==> src/rtl/lpf_interp2.sv <==
// 2x polyphase interpolating low-pass filter: each accepted sample yields a phase-0 then a phase-1 output.
// Define LPF_INTERP2_SAT_EN to clamp results to [0, 2^DW-1]; otherwise the result wraps.
module lpf_interp2 #(
   parameter int DW = 10,
   parameter int CW = 10,
   parameter int FW = 15,
   parameter int SL = 7
) (
   input  logic                                  Clk,
   input  logic                                  Rst,
   input  logic [1:0][((FW+1)/2)-1:0][CW-1:0]    Coeff,
   input  logic [DW-1:0]                         DataIn,
   input  logic                                  DataInVld,
   output logic                                  DataInRdy,
   output logic [DW-1:0]                         DataOut,
   output logic                                  DataOutVld,
   input  logic                                  DataOutRdy,
   output logic                                  DataOutPh
);
   localparam int FN = (FW + 1) / 2;
   localparam int AW = DW + CW + $clog2(FN) + 1;
   localparam int RW = AW - SL;
   localparam logic signed [AW-1:0] HALF = AW'(2 ** (SL - 1));

   typedef enum logic [1:0] {IDLE, P0, P1} state_t;

   state_t                   state, state_nxt;
   logic [FN-1:0][DW-1:0]    dl, line_new, mac_x;
   logic [FN-1:0][CW-1:0]    mac_c;
   logic signed [AW-1:0]     acc, rnd;
   logic [RW-1:0]            r;
   logic [DW-1:0]            res;
   logic                     ph1_sel, accept, load_p1;
   logic                     unused_bits;

   assign line_new = {dl[FN-2:0], DataIn};

   // Phase 0 always sees the line as it will look after this accept; phase 1 sees the stored line.
   assign mac_x = ph1_sel ? dl : line_new;
   assign mac_c = ph1_sel ? Coeff[1] : Coeff[0];

   always_comb begin
      acc = '0;
      for (int k = 0; k < FN; k++)
         acc = acc + $signed({{(AW-DW){1'b0}}, mac_x[k]})
                   * $signed({{(AW-CW){mac_c[k][CW-1]}}, mac_c[k]});
      rnd = acc + HALF;
   end

   assign r = rnd[AW-1:SL];

`ifdef LPF_INTERP2_SAT_EN
   assign res         = r[RW-1] ? '0 : ((|r[RW-2:DW]) ? '1 : r[DW-1:0]);
   assign unused_bits = ^rnd[SL-1:0];
`else
   assign res         = r[DW-1:0];
   assign unused_bits = ^{rnd[SL-1:0], r[RW-1:DW]};
`endif

   always_comb begin
      state_nxt  = state;
      DataInRdy  = 1'b0;
      DataOutVld = 1'b0;
      DataOutPh  = 1'b0;
      ph1_sel    = 1'b0;
      case (state)
         IDLE: begin
            DataInRdy = 1'b1;
            if (DataInVld) state_nxt = P0;
         end
         P0: begin
            DataOutVld = 1'b1;
            ph1_sel    = 1'b1;
            if (DataOutRdy) state_nxt = P1;
         end
         P1: begin
            DataOutVld = 1'b1;
            DataOutPh  = 1'b1;
            DataInRdy  = DataOutRdy;
            if (DataOutRdy) state_nxt = DataInVld ? P0 : IDLE;
         end
         default: state_nxt = IDLE;
      endcase
   end

   assign accept  = DataInVld & DataInRdy;
   assign load_p1 = (state == P0) & DataOutRdy;

   always_ff @(posedge Clk) begin
      if (Rst) begin
         state   <= IDLE;
         dl      <= '0;
         DataOut <= '0;
      end else begin
         state <= state_nxt;
         if (accept) dl <= line_new;
         if (accept | load_p1) DataOut <= res;
      end
   end
endmodule

==> config.mk <==
export PLATFORM = sky130hd
export DESIGN_NAME = lpf_interp2
export DESIGN_NICKNAME = d
export VERILOG_FILES = /design/src/rtl/lpf_interp2.sv
export SDC_FILE = /design/constraint.sdc
export NUM_CORES = 2
export LEC_CHECK = 0
export CORE_MARGIN = 2
export CORE_UTILIZATION = 31
export CTS_BUF_LIST = sky130_fd_sc_hd__clkbuf_8 sky130_fd_sc_hd__clkbuf_16
export CTS_CLUSTER_SIZE = 14
export DETAILED_ROUTE_END_ITERATION = 12
export DONT_BUFFER_PORTS = 1
export RECOVER_POWER = 100
export SKIP_CTS_REPAIR_TIMING = 1
export SYNTH_ARGS = -nofsm -noshare
export SYNTH_HDL_FRONTEND = slang
export SYNTH_SLANG_ARGS = --single-unit
==> constraint.sdc <==
create_clock -name Clk -period 8.85 [get_ports Clk]
set_input_delay 1.77 -clock Clk [delete_from_list [all_inputs] [get_ports Clk]]
set_output_delay 1.77 -clock Clk [all_outputs]
set_load 0.005 [all_outputs]
==> results.ini <==
[yosys]
ys_types = 43
syn_avg_cell_area_um2 = 9.15
synth-compound-area-share_pct = 2.04
synth_top_family_by_area = adder cells
synthAdderAreaFrac_pct = 56.1
syn-cell-area_um2 = 30300
synth_edf_count = 0
synthCells = 3315
synth_xor_area_share_pct = 2.64
synth-simple-area-share_pct = 13.2
ys_ff_latch = 92
synth.yosys.seq_area_share_pct = 6.07
yosysWarnings = 0
yosys-mux-area-fraction_pct = 9.23
syn-num-nets = 4444
postSynth.asyncResetShare_pct = 0
ys.flop_type = dfxtp_1

[setup_path]
cp-end-kind = flip-flop
cp.arrival_ns = 9.18
worstPathMaxFanout = 4
cp-startpoint = Coeff[146]
reg2reg_from = state[1]
startpoint_type = primary input
required_ns = 9.13
crit_type = primary input to flip-flop

[layout]
fin_nets = 4858
drive_gt1_share_pct = 21.2
fill_cells = 9682
stdcell_count = 5009
diodes = 0
regArea_um2 = 1840
final_common_cell = inv_1
multiInputGateArea_um2 = 26100
final_cell_mix = inv_1 (780), fa_1 (661), nor2_1 (473)
syn2layout_area_growth_pct = 20.8

[timing]
min_period_ns = 8.90
finalSetupViolCount = 1
fin_crit_sh_pct = 101
worst_slack_ns = -0.0520
relSlewSlack_pct = -122
hold_viol_final = 0
fmax_mhz = 112
fin_skew_ns = 0.0176
tightestPinTransition_ns = 3.33
rsz0062_at_grt = true
maxSlewViolCount = 59

[cts]
cts_tree = built
clock_sinks = 92
clk_path_buf_depth = 2
htreeDepth = 3
numCtsBuffers = 9
clock-root-buffer = clkbuf_16
clock_latency_ns = 0.42
clkTransAtPathRegs_ns = 0.08

[detailed_routing]
firstDrtPassIters = 5
viasPerCell = 4.68
route.detailed.drc = 0
antenna_left = 0
drt_iter0_markers = 1769
wl_per_cell_um = 20.6
num_vias = 23400
routed_wl_um = 103000

[floorplan]
die_area_um2 = 100000
start_util_pct = 31.3
rows = 114
die_h_um = 317
die_x_um = 317
core_um2 = 96900
ios = 187

[grt]
grt_pass1_vias = 25100
grt_max_degree = 93
grt_usage_pct = 21.1
antenna_found_initial = 1
grt_overflow = 0
grt_pass1_wl_um = 156000

[worst_hold_path]
worstHoldStart = dl[72]
min_path_type = flip-flop to flip-flop

[placed_design]
gp_congestion = 0.959
port-buffer-count = 0
hpwlAfterDp_um = 92900
place_inst = 4976
dp_slack_ns = -0.649

[status]
status = complete, but fails checks
violations = max-capacitance violations, max-slew violations, negative setup slack

[job]
cap_viol_max_count = 1

[registers in the layout (all words and copies together) (netlist names)]
name,flops
dl,80
DataOut,10
state,2
[cells in the mapped netlist, types with 2 or more instances]
| master | count | area, µm² |
|---|---|---|
| xnor2_1 | 60 | 526 |
| xor2_1 | 9 | 78.8 |
| mux2_4 | 2 | 30.0 |
| dfxtp_1 | 92 | 1840 |
| o21bai_1 | 2 | 15.0 |
| nand3_1 | 2 | 10.0 |
| and2_1 | 9 | 56.3 |
| o21ai_0 | 4 | 20.0 |
| xnor3_1 | 8 | 180 |
| a21o_1 | 3 | 22.5 |
| mux2i_2 | 16 | 220 |
| clkbuf_1 | 34 | 128 |
| inv_1 | 791 | 2970 |
| mux2i_4 | 9 | 203 |
| nand2_1 | 362 | 1360 |
| buf_2 | 7 | 35.0 |
| mux2_2 | 91 | 1020 |
| buf_6 | 5 | 56.3 |
| buf_1 | 9 | 33.8 |
| mux2i_1 | 132 | 1320 |
| a21oi_1 | 100 | 500 |
| nor2b_1 | 5 | 31.3 |
| fa_1 | 676 | 13500 |
| nand2b_1 | 34 | 213 |
| or2_2 | 76 | 475 |
| ha_1 | 279 | 3490 |
| nor2_1 | 482 | 1810 |
[through the flow]
| step | setup TNS [ns] | cell area [µm²] | utilization [%] | hold WS, ns |
|---|---|---|---|---|
| CTS | -0.541 | 36200 | 37.4 | 0.472 |
| finish | -0.0520 | 36600 | 37.8 | 0.470 |
| global placement | -3.07 | 35900 | 37.1 | 0.452 |
| floorplan | -0.00441 | 31000 | - | 0.446 |
| global route | -1.05 | 36600 | 37.8 | 0.491 |
| detailed placement | -3.35 | 35900 | 37.1 | 0.461 |
[layer usage]
layer  up-vias  wire, µm  GRT usage [%]  share of wire (%)
met5         -        13              0              0.013
met4         2      1600           3.44                1.5
met3        79      6910           3.03                6.7
met2       768     49000           35.4                 47
met1     12000     45700           29.4                 44
li1      10600         -              -                  -
[layout make-up]
class	count	share of cell area, %
inverter	791	8.11
clock buffer	10	0.652
clock inverter	5	0.123
timing repair buffer	459	10.5
sequential	92	5.03
multi-input combinational	2376	71.2
tap	1276	4.36
[worst max-delay path, cell delays in order]
cell	delay, ns
mux2i_2	0.14
buf_6	0.15
nor2_1	0.07
fa_1	0.54
fa_1	0.60
inv_2	0.05
fa_1	0.52
fa_1	0.52
inv_1	0.05
fa_1	0.55
inv_2	0.05
fa_1	0.45
fa_1	0.53
inv_2	0.04
fa_1	0.49
inv_2	0.04
fa_1	0.46
fa_1	0.53
inv_2	0.05
ha_4	0.23
o21a_1	0.20
o2111ai_2	0.19
o211ai_1	0.18
a31oi_4	0.27
o21bai_4	0.08
a21oi_2	0.18
xor2_2	0.17
a211oi_2	0.08
[cell families after synthesis]
logic type	count (synthesis)
adders and majority gates	955
and+or+nand+nor	977
DFF	92
buffers and inverters	847
AOI/OAI and AO/OA	116
xor gates and xnor gates	78
muxes	250
[worst paths after layout]
path | cells past startpoint | end | slack (ns)
hold / removal | 2 | dl[72] | 0.47
hold reg to reg | 2 | dl[72] | 0.47
setup reg to reg | 31 | DataOut[9] | 0.07
setup / recovery | 28 | DataOut[9] | -0.05
Power is not shown: default switching activity piles up to over one toggle a cycle in this logic, so the estimate is an artifact.
